==> config.mk <==
export PLATFORM = sky130hd
export DESIGN_NAME = ifu_fetch
export DESIGN_NICKNAME = d
export VERILOG_FILES = /design/src/rtl/npc_pkg.sv /design/src/rtl/ifu_fetch.sv
export SDC_FILE = /design/constraint.sdc
export NUM_CORES = 1
export LEC_CHECK = 0
export CORE_ASPECT_RATIO = 0.8
export CORE_UTILIZATION = 35
export DETAILED_ROUTE_END_ITERATION = 16
export SYNTH_ARGS = -nofsm -noshare
export SYNTH_HDL_FRONTEND = slang
export SYNTH_SLANG_ARGS = --single-unit
==> constraint.sdc <==
create_clock -name clk -period 2.3 [get_ports clk]
set_clock_uncertainty 0.05 [all_clocks]
set_input_delay 0.23 -clock clk [delete_from_list [all_inputs] [get_ports clk]]
set_output_delay 0.23 -clock clk [all_outputs]
set_load 0.1 [all_outputs]
==> src/rtl/npc_pkg.sv <==
// Shared definitions for the NPC core front end: reset vector, the
// canonical nop encoding and the instruction-fetch state encoding.
package npc_pkg;

    localparam logic [31:0] DEFAULT_RESET_PC = 32'h8000_0000;
    localparam logic [31:0] NOP_INST         = 32'h0000_0013;

    typedef enum logic [1:0] {
        IFU_REQ  = 2'd0,   // request outstanding, not yet accepted
        IFU_WAIT = 2'd1,   // request accepted, awaiting response
        IFU_HOLD = 2'd2    // fetched instruction presented downstream
    } ifu_state_e;

endpackage

==> src/rtl/ifu_fetch.sv <==
// Instruction fetch unit: owns the fetch PC, keeps exactly one imem read in
// flight and presents the fetched word with its PC until the decoder
// retires it. Redirects arriving while a read is committed are parked and
// the in-flight response is discarded when it returns.
module ifu_fetch
    import npc_pkg::*;
#(
    parameter logic [31:0] RESET_PC = DEFAULT_RESET_PC
) (
    input  logic        clk,
    input  logic        rst_n,
    output logic        imem_req_valid,
    input  logic        imem_req_ready,
    output logic [31:0] imem_req_addr,
    input  logic        imem_rsp_valid,
    input  logic [31:0] imem_rsp_data,
    output logic        inst_valid,
    output logic [31:0] inst,
    output logic [31:0] pc,
    input  logic        inst_ready,
    input  logic        redirect_valid,
    input  logic [31:0] redirect_pc
);

    ifu_state_e  r_state;
    ifu_state_e  w_state_next;
    logic [31:0] r_fetch_pc;
    logic [31:0] w_fetch_pc_next;
    logic [31:0] r_pc;
    logic [31:0] w_pc_next;
    logic [31:0] r_inst;
    logic [31:0] w_inst_next;
    logic        r_inst_valid;
    logic        w_inst_valid_next;
    logic        r_kill;
    logic        w_kill_next;
    logic [31:0] r_target;
    logic [31:0] w_target_next;
    logic        r_req_valid;
    logic        w_req_valid_next;

    // Redirect targets are always word aligned; the low bits are discarded.
    logic [31:0] w_redirect_target;
    logic        w_req_fire;

    assign w_redirect_target = redirect_pc & 32'hFFFF_FFFC;
    assign w_req_fire        = r_req_valid & imem_req_ready;

    assign imem_req_valid = r_req_valid;
    assign imem_req_addr  = r_fetch_pc;
    assign inst_valid     = r_inst_valid;
    assign inst           = r_inst;
    assign pc             = r_pc;

    // State register and all registered outputs; reset returns everything to the boot vector.
    always_ff @(posedge clk or negedge rst_n) begin
        if (!rst_n) begin
            r_state      <= IFU_REQ;
            r_fetch_pc   <= RESET_PC;
            r_pc         <= RESET_PC;
            r_inst       <= NOP_INST;
            r_inst_valid <= 1'b0;
            r_kill       <= 1'b0;
            r_target     <= RESET_PC;
            r_req_valid  <= 1'b0;
        end else begin
            r_state      <= w_state_next;
            r_fetch_pc   <= w_fetch_pc_next;
            r_pc         <= w_pc_next;
            r_inst       <= w_inst_next;
            r_inst_valid <= w_inst_valid_next;
            r_kill       <= w_kill_next;
            r_target     <= w_target_next;
            r_req_valid  <= w_req_valid_next;
        end
    end

    // Next-state and next-PC selection for the fetch loop.
    always_comb begin
        w_state_next      = r_state;
        w_fetch_pc_next   = r_fetch_pc;
        w_pc_next         = r_pc;
        w_inst_next       = r_inst;
        w_inst_valid_next = r_inst_valid;
        w_kill_next       = r_kill;
        w_target_next     = r_target;

        case (r_state)
            IFU_REQ: begin
                // The address is already committed on the bus, so a redirect
                // here can only poison the response that will come back.
                if (redirect_valid) begin
                    w_kill_next   = 1'b1;
                    w_target_next = w_redirect_target;
                end
                if (w_req_fire) begin
                    w_state_next = IFU_WAIT;
                end
            end

            IFU_WAIT: begin
                if (imem_rsp_valid) begin
                    if (r_kill || redirect_valid) begin
                        // Stale data: drop it and refetch from the newest target.
                        w_kill_next     = 1'b0;
                        w_fetch_pc_next = redirect_valid ? w_redirect_target : r_target;
                        w_state_next    = IFU_REQ;
                    end else begin
                        w_inst_next       = imem_rsp_data;
                        w_pc_next         = r_fetch_pc;
                        w_inst_valid_next = 1'b1;
                        w_state_next      = IFU_HOLD;
                    end
                end else if (redirect_valid) begin
                    w_kill_next   = 1'b1;
                    w_target_next = w_redirect_target;
                end
            end

            IFU_HOLD: begin
                if (inst_ready) begin
                    w_fetch_pc_next   = redirect_valid ? w_redirect_target : r_pc + 32'd4;
                    w_inst_valid_next = 1'b0;
                    w_state_next      = IFU_REQ;
                end
            end

            default: begin
                w_state_next = IFU_REQ;
            end
        endcase
    end

    // The request strobe is registered so it tracks the state it will be seen in.
    always_comb begin
        w_req_valid_next = (w_state_next == IFU_REQ);
    end

endmodule

# [After elaboration in Yosys (flattened, before gate mapping)]
# Index checks and enable logic that the tools add are counted.
[word_totals] reg_bits=133 latch_bits=0 ramBits=0 rom_bits=0 inputBits=70 output_inout_bits=98 elab_cells=50 n_memories=0
[op_classes] addsub=1 mul=0 div_mod_pow=0 n_lt_le_gt_ge=0 n_eq_ne=8 shift=0 muxes=21 n_bitwise=2 n_reduce_logical=10
[op_table] op="32-bit two-way mux" n=6
[op_table] op="32-bit case mux with 2 select lines" n=2
[op_table] op="32-bit by 3-bit adder with 32-bit output (second input constant)" n=1
[op_table] op="2-bit inequality test (second input constant)" n=5
[op_table] op="2-bit two-way mux" n=4
[op_table] op="4-bit AND reduction" n=2
[op_table] op="1-bit two-way mux" n=6
[op_table] op="2-bit case mux with 3 select lines" n=1
[op_table] op="2-bit zero test" n=2
[op_table] op="1-bit case mux with 2 select lines" n=2
[op_table] op="2-bit AND reduction" n=2
[op_table] op="2-bit nonzero test" n=2
[op_table] op="3-bit inequality test (second input constant)" n=1
[op_table] op="3-bit AND reduction" n=1
[op_table] op="2-bit by 1-bit equality test with 1-bit output (second input constant)" n=1
[op_table] op="2-bit equality test (second input constant)" n=1
[op_table] op="1-bit bitwise AND" n=1
[op_table] op="1-bit logical OR" n=1
[op_table] op="1-bit NOT" n=1

# [Logic depth before layout (Yosys ltp)]
# Gate-level depths: netlist of the first run.
[logic_depth] word_depth=5 mapped_depth=7 depth_no_buf=6

# [Worst setup path after synthesis of the first run]
# No wires, ideal clock.
[synth_timing] kind="register to register" startpoint="register r_pc[2] (netlist: pc[2])" endpoint="register r_fetch_pc[28] (netlist: imem_req_addr[28])" setup_ns=0.094 arrival_time_ns=2.350 t_required_ns=2.156 path_slack_ns=-0.194 stages_incl_launch_ff=7 path_buffers=0 period_less_slack_ns=2.494 path_cell_list="dfrtp_1 -> ha_1 -> nand3_1 -> nor3_4 -> nand4_1 -> xor2_1 -> a221oi_2"
[synth_via] elab_chain_cells=4
[synth_rtl] element="start, declared" line_no="ifu_fetch.sv:29" source="logic [31:0] r_pc;"
[synth_rtl] element="start signal, assigned" line_no="ifu_fetch.sv:69" source="r_pc <= w_pc_next;"
[synth_rtl] element="32-bit by 3-bit adder with 32-bit output" line_no="ifu_fetch.sv:122" source="w_fetch_pc_next = redirect_valid ? w_redirect_target : r_pc + 32'd4;"
[synth_rtl] element="32-bit two-way mux" line_no="ifu_fetch.sv:122"
[synth_rtl] element="32-bit two-way mux" line_no="ifu_fetch.sv:121" source="if (inst_ready) begin"
[synth_rtl] element="32-bit case mux with 2 select lines" line_no="ifu_fetch.sv:88" source="case (r_state)"
[synth_rtl] element="end signal, assigned" line_no="ifu_fetch.sv:68" source="r_fetch_pc <= w_fetch_pc_next;"
[synth_rtl] element="end, declared" line_no="ifu_fetch.sv:27" source="logic [31:0] r_fetch_pc;"
# Every way passes these cells. The select of a mux whose other input is x is not followed.
# A chain may end at the register's enable or synchronous reset.

# [Worst setup path in the final report of the first run]
[layout_timing] startpoint="register r_state[1]" endpoint="register r_fetch_pc[25] (netlist: imem_req_addr[25])"
[layout_via] elab_chain_cells=3 word_cells_on_any_way=8 cone_classes="eq/ne: 5; mux: 1; reduce/logical: 2"
[layout_rtl] element="start, declared" line_no="ifu_fetch.sv:25" source="ifu_state_e r_state;"
[layout_rtl] element="start signal, assigned" line_no="ifu_fetch.sv:67" source="r_state <= w_state_next;"
[layout_rtl] element="2-bit by 1-bit equality test with 1-bit output / 2-bit equality test (equally long branches)" line_no="ifu_fetch.sv:88"
[layout_rtl] element="2-bit inequality test (no source line) / 2-bit nonzero test (equally long branches)"
[layout_rtl] element="4-bit AND reduction (no source line)"
# Parallel ways exist; a longest one is shown, timed or not.

==> results of run 1 <==
-- final cells by class --
| type | count | area, um^2 | area share |
|---|---|---|---|
| clock buffer | 23 | 467.9 | 0.05526 |
| clock inverter | 9 | 150.1 | 0.01773 |
| inverter | 2 | 7.507 | 0.0008865 |
| multi-input combinational | 333 | 2584 | 0.3051 |
| sequential | 133 | 3353 | 0.3960 |
| tap | 220 | 275.3 | 0.03251 |
| timing repair buffer | 186 | 1630 | 0.1925 |
-- Yosys cell counts, types with 4 or more instances --
cell type	count	area, um^2
sky130_fd_sc_hd__xnor2_1	7	61.31
sky130_fd_sc_hd__clkbuf_1	11	41.29
sky130_fd_sc_hd__nand2_1	26	97.59
sky130_fd_sc_hd__a221oi_1	20	175.2
sky130_fd_sc_hd__a21oi_1	18	90.09
sky130_fd_sc_hd__nand4_1	9	56.30
sky130_fd_sc_hd__and4_1	4	35.03
sky130_fd_sc_hd__dfrtp_1	127	3178
sky130_fd_sc_hd__and3_1	14	87.58
sky130_fd_sc_hd__o21ai_0	14	70.07
sky130_fd_sc_hd__nand3_1	19	95.09
sky130_fd_sc_hd__o22ai_1	11	68.82
sky130_fd_sc_hd__buf_2	15	75.07
sky130_fd_sc_hd__xor2_1	17	148.9
sky130_fd_sc_hd__nor2_1	35	131.4
sky130_fd_sc_hd__mux2_2	95	1070
sky130_fd_sc_hd__dfstp_2	6	157.7
-- worst max-delay path by stage --
stage | from | end | slack (ns)
2_1_floorplan | pc[11] | imem_req_addr[28] | -0.005
3_3_place_gp | redirect_valid | imem_req_addr[31] | 0.09
3_5_place_dp | redirect_valid | imem_req_addr[31] | 0.02
4_1_cts | r_state[1] | imem_req_addr[25] | 0.25
5_1_grt | r_state[1] | imem_req_addr[25] | 0.07
6_report | r_state[1] | imem_req_addr[25] | 0.21
-- flip-flops by register name (all words and copies together), names as in the netlist --
name and count:
pc 32, r_state 2, inst 32, r_target 32
imem_req_valid 1, r_kill 1, imem_req_addr 32, inst_valid 1
-- critical path, cell delays in order (launching register included) --
cell                       delay [ns]
sky130_fd_sc_hd__dfrtp_1         0.42
sky130_fd_sc_hd__nor2b_1         0.17
sky130_fd_sc_hd__nor2_1          0.85
sky130_fd_sc_hd__a221oi_1        0.22
sky130_fd_sc_hd__a221oi_2        0.29
-- per-stage QoR --
step	hold WS, ns	TNS (ns)	setup WS [ns]	util	instance area (um^2)
5_1_grt	0.3112	0	0.07252	0.5067	8468
4_1_cts	0.2709	0	0.2484	0.5067	8468
2_1_floorplan	-0.1156	-0.005253	-0.005253	-	6061
3_5_place_dp	0.1639	0	0.02325	0.4692	7840
3_3_place_gp	0.1623	0	0.08815	0.4692	7840
6_report	0.2781	0	0.2121	0.5067	8468
-- per-layer routing --
| metal | wire [um] | track usage |
|---|---|---|
| met5 | 0 | 0 |
| met4 | 113 | 0.05867 |
| met3 | 1082 | 0.05019 |
| met2 | 7482 | 0.2924 |
| met1 | 7747 | 0.2782 |
-- cell families (layout without fill, tap and decap cells) --
| logic type | count (synthesis) | after routing | share of synthesized area |
|---|---|---|---|
| adder cells (fa/ha/maj) | 1 | 1 | 0.002070 |
| AND/OR/NAND/NOR | 129 | 129 | 0.1124 |
| multiplexers | 97 | 97 | 0.1803 |
| AO/OA/AOI/OAI | 82 | 82 | 0.09482 |
| buffers and inverters | 32 | 220 | 0.02360 |
| XOR/XNOR | 24 | 24 | 0.03478 |
| flip-flops | 133 | 133 | 0.5520 |
==> flow_summary.html, run 1 <==
<table>
<tr><th>Metric</th><th>Value</th></tr>
<tr><th colspan="2">Floorplan</th></tr>
<tr><td>Initial standard-cell utilization of the core</td><td>0.3616</td></tr>
<tr><td>Placeable core region</td><td>0.01671 mm^2</td></tr>
<tr><td>Site row count</td><td>42</td></tr>
<tr><td>Die footprint</td><td>0.01780 mm^2</td></tr>
<tr><td>Vertical die dimension</td><td>119.5 um</td></tr>
<tr><td>Width of the die</td><td>148.9 um</td></tr>
<tr><td>Top-Level Pins</td><td>168</td></tr>
<tr><th colspan="2">STA</th></tr>
<tr><td>Count of pins over their slew limit</td><td>0</td></tr>
<tr><td># setup viols final</td><td>0</td></tr>
<tr><td>RSZ-0062 raised after global routing</td><td>false</td></tr>
<tr><td>Headroom to the max-slew limit</td><td>0.2392</td></tr>
<tr><td>Fmax</td><td>478.9 MHz</td></tr>
<tr><td>Tightest Pin Transition</td><td>between 1 and 1.5 ns</td></tr>
<tr><td>Post-route fraction of the period consumed by the critical path</td><td>0.9078</td></tr>
<tr><td>Min Tclk post-route</td><td>about 2.1 ns</td></tr>
<tr><td>Count of final hold-check violations</td><td>0</td></tr>
<tr><th colspan="2">Placement</th></tr>
<tr><td>Number of placed cells counting well taps</td><td>873</td></tr>
<tr><td>Number of port buffers</td><td>165</td></tr>
<tr><td>Detailed-placement wirelength estimate</td><td>11460 um</td></tr>
<tr><td>Placer Congestion</td><td>0.7981</td></tr>
<tr><th colspan="2">Worst setup path</th></tr>
<tr><td>Critical path peak fanout</td><td>13</td></tr>
<tr><td>Critical path class</td><td>reg -&gt; reg</td></tr>
<tr><td>Number of cell instances on the worst register-to-register path</td><td>4</td></tr>
<tr><td>Critical path capture point type</td><td>flop</td></tr>
<tr><td>Worst setup slack for register-to-register paths</td><td>0.21 ns</td></tr>
<tr><td>Worst reg2reg endpoint</td><td>imem_req_addr[25]</td></tr>
<tr><td>Reg-to-Reg Start</td><td>r_state[1]</td></tr>
<tr><td>Kind of start point of the critical path</td><td>flop</td></tr>
<tr><td>Required time at the worst-slack endpoint</td><td>2.58 ns</td></tr>
<tr><td>Endpoint arrival time on the critical path</td><td>around 2.4 ns</td></tr>
<tr><th colspan="2">Route</th></tr>
<tr><td>TritonRoute pass-1 iters</td><td>5</td></tr>
<tr><td>Overall via count from detail_route</td><td>roughly 4800</td></tr>
<tr><td>Post-DR wirelength/cell</td><td>about 18 um</td></tr>
<tr><td>Number of nets with antenna violations after detailed routing</td><td>0</td></tr>
<tr><td>Final Routed Wirelength</td><td>16430 um</td></tr>
<tr><td># DRC</td><td>0</td></tr>
<tr><td>Iter 0 DRT Violations</td><td>268</td></tr>
<tr><td>Per-cell via count in the routed design</td><td>5.265</td></tr>
<tr><th colspan="2">GRT</th></tr>
<tr><td>Total Routing Usage GR</td><td>0.1959</td></tr>
<tr><td>Vias in the first global route</td><td>4747</td></tr>
<tr><td>Total overflow reported by the global router</td><td>0</td></tr>
<tr><td>First-pass GRT wire length</td><td>between 20000 and 30000 um</td></tr>
<tr><td>Antenna violations before repair</td><td>0</td></tr>
<tr><td>Maximum number of pins on one net before global-route repair</td><td>between 50 and 60</td></tr>
<tr><th colspan="2">Clock tree</th></tr>
<tr><td>Worst-path clk slew</td><td>0.06 ns</td></tr>
<tr><td>Number of levels in the clock H-tree</td><td>4</td></tr>
<tr><td>CTS Hold Bufs</td><td>1</td></tr>
<tr><td>Count of instances resized after the clock tree is built</td><td>0</td></tr>
<tr><td>CTS tree</td><td>yes</td></tr>
<tr><td>Maximum root-to-sink buffer count</td><td>2</td></tr>
<tr><td>Number of clock buffers inserted by TritonCTS</td><td>17</td></tr>
<tr><td>Number of buffers inserted by post-CTS setup repair</td><td>0</td></tr>
<tr><td>Clock tree root driver cell</td><td>sky130_fd_sc_hd__clkbuf_16</td></tr>
<tr><td>Clock latency on the worst-skew pair</td><td>0.42 ns</td></tr>
<tr><td>Clock net sink count</td><td>133</td></tr>
<tr><th colspan="2">Run status</th></tr>
<tr><td>Run status</td><td>finished clean</td></tr>
<tr><th colspan="2">Logic synthesis</th></tr>
<tr><td>Gate Count Post-Synth</td><td>498</td></tr>
<tr><td>Fraction of the yosys area taken by sequential cells</td><td>0.5520</td></tr>
<tr><td>Async set-or-reset flop fraction in the synthesized netlist</td><td>1.000</td></tr>
<tr><td>EDFF count, synth</td><td>0</td></tr>
<tr><td>Primary flip-flop cell chosen by synthesis mapping</td><td>sky130_fd_sc_hd__dfrtp_1</td></tr>
<tr><td>Synth Net Count</td><td>569</td></tr>
<tr><td>#FFs+latches synth</td><td>133</td></tr>
<tr><td>Number of library cell types mapped by synthesis</td><td>43</td></tr>
<tr><td>Synthesized area</td><td>0.006043 mm^2</td></tr>
<tr><td>Post-Syn Area per Cell</td><td>between 10 and 15 um^2</td></tr>
<tr><td>YS warnings</td><td>0</td></tr>
<tr><th colspan="2">Layout</th></tr>
<tr><td>Leading cell types in the layout, fill and taps excluded</td><td>sky130_fd_sc_hd__dfrtp_1, sky130_fd_sc_hd__buf_4, sky130_fd_sc_hd__mux2_2</td></tr>
<tr><td>Fraction of layout instances using a drive strength above 1</td><td>0.3994</td></tr>
<tr><td>Layout-stage area growth over the synthesis result</td><td>40.12%</td></tr>
<tr><td>Number of antenna repair diodes</td><td>0</td></tr>
<tr><td>Final net count</td><td>744</td></tr>
<tr><td>Number of non-filler instances in the completed layout</td><td>906</td></tr>
<tr><td>Filler cell count</td><td>between 1500 and 2000</td></tr>
<tr><th colspan="2">Flow run</th></tr>
<tr><td>Count of maximum capacitance violations</td><td>0</td></tr>
<tr><th colspan="2">Hold path</th></tr>
<tr><td>Hold WC Path Type</td><td>in -&gt; async</td></tr>
</table>
Power of run 1 is left out: the tool's default activity adds up to more than one toggle a clock period on the data nets, which glitch-free logic cannot reach.
==> run 2, diff against run 1 <==
--- a/config.mk
+++ b/config.mk
@@ -5,9 +5,11 @@
 export SDC_FILE = /design/constraint.sdc
 export NUM_CORES = 1
 export LEC_CHECK = 0
+export CAP_MARGIN = 30
 export CORE_ASPECT_RATIO = 0.8
 export CORE_UTILIZATION = 35
 export DETAILED_ROUTE_END_ITERATION = 16
+export SETUP_SLACK_MARGIN = 0.2
 export SYNTH_ARGS = -nofsm -noshare
 export SYNTH_HDL_FRONTEND = slang
 export SYNTH_SLANG_ARGS = --single-unit
==> flow_summary.html, run 2 (synthesis gave the netlist of run 1 again) <==
<table>
<tr><th>Metric</th><th>Value</th></tr>
<tr><th colspan="2">Clock tree</th></tr>
<tr><td>Number of levels in the clock H-tree</td><td>4 (unchanged)</td></tr>
<tr><td>Clock latency on the worst-skew pair</td><td>0.42 ns (about the same)</td></tr>
<tr><td>Maximum root-to-sink buffer count</td><td>2 (unchanged)</td></tr>
<tr><td>CTS tree</td><td>yes</td></tr>
<tr><td>Clock net sink count</td><td>133 (unchanged)</td></tr>
<tr><td>Worst-path clk slew</td><td>0.06 ns (about the same)</td></tr>
<tr><td>Clock tree root driver cell</td><td>sky130_fd_sc_hd__clkbuf_16</td></tr>
<tr><td>Number of clock buffers inserted by TritonCTS</td><td>17 (unchanged)</td></tr>
<tr><th colspan="2">Floorplan</th></tr>
<tr><td>Placeable core region</td><td>0.01671 mm^2 (unchanged)</td></tr>
<tr><td>Initial standard-cell utilization of the core</td><td>0.3616 (unchanged)</td></tr>
<tr><td>Site row count</td><td>42 (unchanged)</td></tr>
<tr><td>Die footprint</td><td>0.01780 mm^2 (unchanged)</td></tr>
<tr><td>Width of the die</td><td>148.9 um (unchanged)</td></tr>
<tr><td>Top-Level Pins</td><td>168 (unchanged)</td></tr>
<tr><td>Vertical die dimension</td><td>119.5 um (unchanged)</td></tr>
<tr><th colspan="2">Layout</th></tr>
<tr><td>Fraction of layout instances using a drive strength above 1</td><td>0.4227 (+0.02332)</td></tr>
<tr><td>Leading cell type in the layout, fill and taps excluded</td><td>sky130_fd_sc_hd__buf_4</td></tr>
<tr><td>Final core occ</td><td>0.5109 (+0.004118)</td></tr>
<tr><td>Leading cell types in the layout, fill and taps excluded</td><td>sky130_fd_sc_hd__buf_4, sky130_fd_sc_hd__dfrtp_1, sky130_fd_sc_hd__mux2_2</td></tr>
<tr><td>Layout-stage area growth over the synthesis result</td><td>41.26%</td></tr>
<tr><td>Post-route cell area</td><td>0.008537 mm^2 (+0.81%)</td></tr>
<tr><td>Number of antenna repair diodes</td><td>0 (unchanged)</td></tr>
<tr><td>Filler cell count</td><td>1479 (-2.1%)</td></tr>
<tr><td>Final net count</td><td>745 (+0.13%)</td></tr>
<tr><th colspan="2">Route</th></tr>
<tr><td>TritonRoute pass-1 iters</td><td>4 (-1)</td></tr>
<tr><td>Iter 0 DRT Violations</td><td>261 (-2.6%)</td></tr>
<tr><td>Number of nets with antenna violations after detailed routing</td><td>0 (unchanged)</td></tr>
<tr><td>Per-cell via count in the routed design</td><td>5.196 (-1.3%)</td></tr>
<tr><td>Overall via count from detail_route</td><td>4708 (-1.3%)</td></tr>
<tr><td>Post-DR wirelength/cell</td><td>17.83 um (-1.7%)</td></tr>
<tr><td>Final Routed Wirelength</td><td>16150 um (-1.7%)</td></tr>
<tr><td># DRC</td><td>0 (unchanged)</td></tr>
<tr><th colspan="2">GRT</th></tr>
<tr><td>Total overflow reported by the global router</td><td>0 (unchanged)</td></tr>
<tr><td>Antenna violations before repair</td><td>1 (+1)</td></tr>
<tr><td>Vias in the first global route</td><td>4712 (-0.74%)</td></tr>
<tr><td>Total Routing Usage GR</td><td>0.1920 (-0.003883)</td></tr>
<tr><td>Maximum number of pins on one net before global-route repair</td><td>66 (+27%)</td></tr>
<tr><td>First-pass GRT wire length</td><td>25900 um (-1.4%)</td></tr>
<tr><th colspan="2">Worst setup path</th></tr>
<tr><td>Critical path capture point type</td><td>flop</td></tr>
<tr><td>Chain of cells forming the critical path</td><td>ha_2 -&gt; nand3_1 -&gt; or2_2 -&gt; xnor2_1 -&gt; a221oi_1 -&gt; a21oi_1</td></tr>
<tr><td>Critical path class</td><td>reg -&gt; reg</td></tr>
<tr><td>Number of cell instances on the worst register-to-register path</td><td>6 (+2)</td></tr>
<tr><td>Peak per-stage delay on the critical path</td><td>0.46 ns (-0.39 ns)</td></tr>
<tr><td>Start point of the critical path</td><td>pc[2]</td></tr>
<tr><td>Critical-path cell with the highest stage delay</td><td>sky130_fd_sc_hd__dfrtp_4</td></tr>
<tr><td>Critical path peak fanout</td><td>7 (-6)</td></tr>
<tr><td>Required time at the worst-slack endpoint</td><td>2.54 ns (-0.04 ns)</td></tr>
<tr><td>Kind of start point of the critical path</td><td>flop</td></tr>
<tr><td>Endpoint arrival time on the critical path</td><td>2.18 ns (-0.19 ns)</td></tr>
<tr><td>Reg-to-Reg Start</td><td>pc[2]</td></tr>
<tr><th colspan="2">Hold path</th></tr>
<tr><td>Hold WC Path Type</td><td>in -&gt; async</td></tr>
<tr><th colspan="2">Placement</th></tr>
<tr><td>Placed inst area</td><td>0.007864 mm^2 (+0.30%)</td></tr>
<tr><td>Number of port buffers</td><td>165 (unchanged)</td></tr>
<tr><td>Placer Congestion</td><td>0.8061 (+1.0%)</td></tr>
<tr><td>Detailed-placement wirelength estimate</td><td>11350 um (-0.94%)</td></tr>
<tr><th colspan="2">STA</th></tr>
<tr><td>Count of pins over their slew limit</td><td>0 (unchanged)</td></tr>
<tr><td>RSZ-0062 raised after global routing</td><td>false</td></tr>
<tr><td>Tightest Pin Transition</td><td>0.4190 ns (-0.7180 ns)</td></tr>
<tr><td>Headroom to the max-slew limit</td><td>0.7197 (+0.4804)</td></tr>
<tr><td>Min Tclk post-route</td><td>1.935 ns (-0.1526 ns)</td></tr>
<tr><td>Count of final hold-check violations</td><td>0 (unchanged)</td></tr>
<tr><td>WHS</td><td>0.2496 ns (-0.02851 ns)</td></tr>
<tr><td># setup viols final</td><td>0 (unchanged)</td></tr>
<tr><td>Fmax</td><td>516.7 MHz (+7.9%)</td></tr>
<tr><td>Post-route fraction of the period consumed by the critical path</td><td>0.8415 (-0.06634)</td></tr>
<tr><td>Total Negative Setup Slacks</td><td>0 ns (unchanged)</td></tr>
<tr><th colspan="2">Flow run</th></tr>
<tr><td>Count of maximum capacitance violations</td><td>0 (unchanged)</td></tr>
<tr><th colspan="2">Run status</th></tr>
<tr><td>Run status</td><td>finished clean</td></tr>
</table>
[run 2: cell count changes in the layout (fill, tap and decap cells not counted), sizes merged]
cell,previous run,this run
buf,119,120
clkinv,3,6
bufinv,4,5
clkbuf,23,18
[run 2: worst max-delay path: cells and delay by family (launching register included)]
family | cells | cell delay (ns)
and+or+nand+nor | 2 | 0.50
xor gates and xnor gates | 1 | 0.13
DFF | 1 | 0.46
adders and majority gates | 1 | 0.26
AOI/OAI and AO/OA | 2 | 0.41
[run 2: routing by layer]
metal  vias to the layer above  part of all wire  GRT usage
li1                       2186                 -          -
met1                      2371              0.47     0.2716
met2                       136              0.46     0.2869
met3                        15             0.062    0.05437
met4                         0            0.0076    0.05166
met5                         -                 0          0
[run 2: stage by stage]
stage,std cells,setup WS [ns]
2_1_floorplan,498,0.2286
3_3_place_gp,871,0.1134
3_5_place_dp,872,0.1842
4_1_cts,904,0.2416
5_1_grt,906,0.2529
6_report,906,0.3646
[run 2: area by class of cell]
class / instances / area (um^2) / share of cell area
multi-input cells: 333 / 2586 / 0.3029
clock inverters: 13 / 206.4 / 0.02418
repair buffers: 187 / 1650 / 0.1933
well taps: 220 / 275.3 / 0.03224
inverters: 2 / 7.507 / 0.0008794
flip-flops and latches: 133 / 3372 / 0.3950
clock buffers: 18 / 439.2 / 0.05144
[run 2: repair_timing]
| action | 4_1_cts | 5_1_grt |
|---|---|---|
| buffers inserted | 0 | 2 |
| setup endpoints to repair | 0 | 2 |
| hold buffers | 1 | 0 |
| gates resized for setup | 0 | 1 |
| hold endpoints to repair | 38 | 0 |
[run 2: path summary, 6_finish.rpt]
| path | to | slack, ns |
|---|---|---|
| max | imem_req_addr[10] | 0.36 |
| min | inst_valid | 0.25 |
| max reg2reg | imem_req_addr[10] | 0.36 |
| min reg2reg | r_target[1] | 0.43 |
| max in group asynchronous | inst[4] | 1.19 |
| min in group clk | inst[13] | 0.38 |
Power of run 2 is left out for the same reason.
==> run 3, diff against run 2 <==
==> constraint.sdc (replaced) <==
create_clock -name clk -period 1.57 [get_ports clk]
set_clock_uncertainty 0.05 [all_clocks]
set_input_delay 0.157 -clock clk [delete_from_list [all_inputs] [get_ports clk]]
set_output_delay 0.157 -clock clk [all_outputs]
set_load 0.1 [all_outputs]
==> flow_summary.html, run 3 (synthesis gave the netlist of run 1 again) <==
<table>
<tr><th>Metric</th><th>Value</th></tr>
<tr><th colspan="2">Run status</th></tr>
<tr><td>Run status</td><td>finished with violations</td></tr>
<tr><td>Violated checks</td><td>negative setup slack</td></tr>
<tr><th colspan="2">Clock tree</th></tr>
<tr><td>Clock net sink count</td><td>133 (unchanged)</td></tr>
<tr><td>Maximum root-to-sink buffer count</td><td>2 (unchanged)</td></tr>
<tr><td>Number of clock buffers inserted by TritonCTS</td><td>17 (unchanged)</td></tr>
<tr><td>Clock tree root driver cell</td><td>sky130_fd_sc_hd__clkbuf_16</td></tr>
<tr><td>Clock latency on the worst-skew pair</td><td>0.44 ns (+0.02 ns)</td></tr>
<tr><td>CTS tree</td><td>yes</td></tr>
<tr><td>Worst-path clk slew</td><td>0.06 ns (about the same)</td></tr>
<tr><td>Number of levels in the clock H-tree</td><td>4 (unchanged)</td></tr>
<tr><th colspan="2">STA</th></tr>
<tr><td>Headroom to the max-slew limit</td><td>0.6089 (-0.1108)</td></tr>
<tr><td>Tightest Pin Transition</td><td>0.5861 ns (+0.1671 ns)</td></tr>
<tr><td>Count of final hold-check violations</td><td>0 (unchanged)</td></tr>
<tr><td>Min Tclk post-route</td><td>1.853 ns (-0.08285 ns)</td></tr>
<tr><td>Count of pins over their slew limit</td><td>0 (unchanged)</td></tr>
<tr><td>Post-route fraction of the period consumed by the critical path</td><td>1.180 (+0.3385)</td></tr>
<tr><td>Fmax</td><td>539.8 MHz (+4.5%)</td></tr>
<tr><td>Final worst setup slack</td><td>-0.2825 ns (-0.6472 ns)</td></tr>
<tr><td># setup viols final</td><td>96 (+96)</td></tr>
<tr><td>RSZ-0062 raised after global routing</td><td>true</td></tr>
<tr><th colspan="2">Placement</th></tr>
<tr><td>Placer Congestion</td><td>0.8512 (+5.6%)</td></tr>
<tr><td>Post-placement setup slack</td><td>-0.6463 ns (-0.8305 ns)</td></tr>
<tr><td>Number of port buffers</td><td>165 (unchanged)</td></tr>
<tr><td>Placed inst area</td><td>0.009642 mm^2 (+23%)</td></tr>
<tr><td>Detailed-placement wirelength estimate</td><td>12940 um (+14%)</td></tr>
<tr><th colspan="2">GRT</th></tr>
<tr><td>First-pass GRT wire length</td><td>30640 um (+18%)</td></tr>
<tr><td>Total Routing Usage GR</td><td>0.2299 (+0.03783)</td></tr>
<tr><td>Vias in the first global route</td><td>5513 (+17%)</td></tr>
<tr><td>Total overflow reported by the global router</td><td>0 (unchanged)</td></tr>
<tr><td>Maximum number of pins on one net before global-route repair</td><td>49 (-26%)</td></tr>
<tr><td>Antenna violations before repair</td><td>1 (unchanged)</td></tr>
<tr><th colspan="2">Floorplan</th></tr>
<tr><td>Die footprint</td><td>0.01780 mm^2 (unchanged)</td></tr>
<tr><td>Initial standard-cell utilization of the core</td><td>0.3616 (unchanged)</td></tr>
<tr><td>Width of the die</td><td>148.9 um (unchanged)</td></tr>
<tr><td>Top-Level Pins</td><td>168 (unchanged)</td></tr>
<tr><td>Vertical die dimension</td><td>119.5 um (unchanged)</td></tr>
<tr><td>Placeable core region</td><td>0.01671 mm^2 (unchanged)</td></tr>
<tr><td>Site row count</td><td>42 (unchanged)</td></tr>
<tr><th colspan="2">Worst setup path</th></tr>
<tr><td>Critical path peak fanout</td><td>6 (-1)</td></tr>
<tr><td>Required time at the worst-slack endpoint</td><td>1.83 ns (-0.71 ns)</td></tr>
<tr><td>Number of cell instances on the worst register-to-register path</td><td>7 (+1)</td></tr>
<tr><td>Endpoint arrival time on the critical path</td><td>2.11 ns (-0.07 ns)</td></tr>
<tr><td>Kind of start point of the critical path</td><td>flop</td></tr>
<tr><td>Critical path capture point type</td><td>flop</td></tr>
<tr><td>Critical path class</td><td>reg -&gt; reg</td></tr>
<tr><th colspan="2">Route</th></tr>
<tr><td>Overall via count from detail_route</td><td>5539 (+18%)</td></tr>
<tr><td># DRC</td><td>0 (unchanged)</td></tr>
<tr><td>Number of nets with antenna violations after detailed routing</td><td>0 (unchanged)</td></tr>
<tr><td>Iter 0 DRT Violations</td><td>359 (+38%)</td></tr>
<tr><td>TritonRoute pass-1 iters</td><td>5 (+1)</td></tr>
<tr><td>Per-cell via count in the routed design</td><td>5.446 (+4.8%)</td></tr>
<tr><td>Final Routed Wirelength</td><td>21630 um (+34%)</td></tr>
<tr><td>Post-DR wirelength/cell</td><td>21.26 um (+19%)</td></tr>
<tr><th colspan="2">Layout</th></tr>
<tr><td>Leading cell type in the layout, fill and taps excluded</td><td>sky130_fd_sc_hd__buf_12</td></tr>
<tr><td>Leading cell types in the layout, fill and taps excluded</td><td>sky130_fd_sc_hd__buf_12, sky130_fd_sc_hd__dfrtp_1, sky130_fd_sc_hd__clkdlybuf4s50_1</td></tr>
<tr><td>Layout-stage area growth over the synthesis result</td><td>94.74%</td></tr>
<tr><td>Fraction of layout instances using a drive strength above 1</td><td>0.5955 (+0.1727)</td></tr>
<tr><td>Final net count</td><td>854 (+15%)</td></tr>
<tr><td>Post-route cell area</td><td>0.01177 mm^2 (+38%)</td></tr>
<tr><th colspan="2">Flow run</th></tr>
<tr><td>Count of maximum capacitance violations</td><td>0 (unchanged)</td></tr>
<tr><th colspan="2">Hold path</th></tr>
<tr><td>Hold WC Path Type</td><td>in -&gt; async</td></tr>
</table>
==> run 3: final cells by class <==
type / count / area [um^2]
clock buffer: 23 / 498.0
timing repair buffer: 296 / 4243
tap: 220 / 275.3
antenna: 1 / 2.502
fill: 1083 / 4942
clock inverter: 9 / 100.1
inverter: 2 / 7.507
multi-input combinational: 333 / 3219
sequential: 133 / 3423
==> run 3: repair_timing <==
item,in CTS,in global routing
pin swaps,32,21
hold buffers,1,0
endpoints found under the setup margin,152,159
gates cloned,7,9
endpoints found under the hold margin,129,0
buffers inserted,28,15
resized for setup,89,119
==> run 3: worst paths after layout <==
kind / start / to / slack (ns)
max in group asynchronous: rst_n / inst[4] / 0.65
hold reg to reg: r_target[0] / r_target[0] / 0.44
min in group clk: redirect_valid / imem_req_addr[1] / 0.24
setup reg to reg: pc[3] / imem_req_addr[10] / -0.28
hold / removal: rst_n / inst[2] / 0.15
setup / recovery: pc[3] / imem_req_addr[10] / -0.28
==> run 3: per-stage QoR <==
| stage | hold WS, ns | setup TNS [ns] | utilization | instances |
|---|---|---|---|---|
| 2_1_floorplan | -0.1886 | -4.971 | - | 498 |
| 3_5_place_dp | 0.04373 | -32.23 | 0.5770 | 924 |
| 5_1_grt | 0.1909 | -18.36 | 0.7043 | 1017 |
| 6_report | 0.1497 | -11.76 | 0.7043 | 1017 |
| 3_3_place_gp | 0.03622 | -26.35 | 0.5770 | 924 |
| 4_1_cts | 0.1704 | -5.528 | 0.6575 | 992 |
==> run 3: critical path, cell delays in order (launching register included) <==
cell	delay, ns
sky130_fd_sc_hd__dfrtp_4	0.46
sky130_fd_sc_hd__ha_4	0.17
sky130_fd_sc_hd__buf_4	0.11
sky130_fd_sc_hd__nand3_2	0.12
sky130_fd_sc_hd__or2_4	0.28
sky130_fd_sc_hd__xnor2_1	0.13
sky130_fd_sc_hd__a221oi_1	0.29
sky130_fd_sc_hd__a21oi_1	0.11
==> run 3: routing by layer <==
metal | wire length [um] | up-vias | part of all wire | global-route usage
li1 | - | 2412 | - | -
met1 | 8795 | 2836 | 0.41 | 0.2968
met2 | 10740 | 253 | 0.50 | 0.3701
met3 | 1622 | 38 | 0.075 | 0.05741
met4 | 463 | 0 | 0.021 | 0.08992
met5 | 0 | - | 0 | 0
Power of run 3 is left out for the same reason.
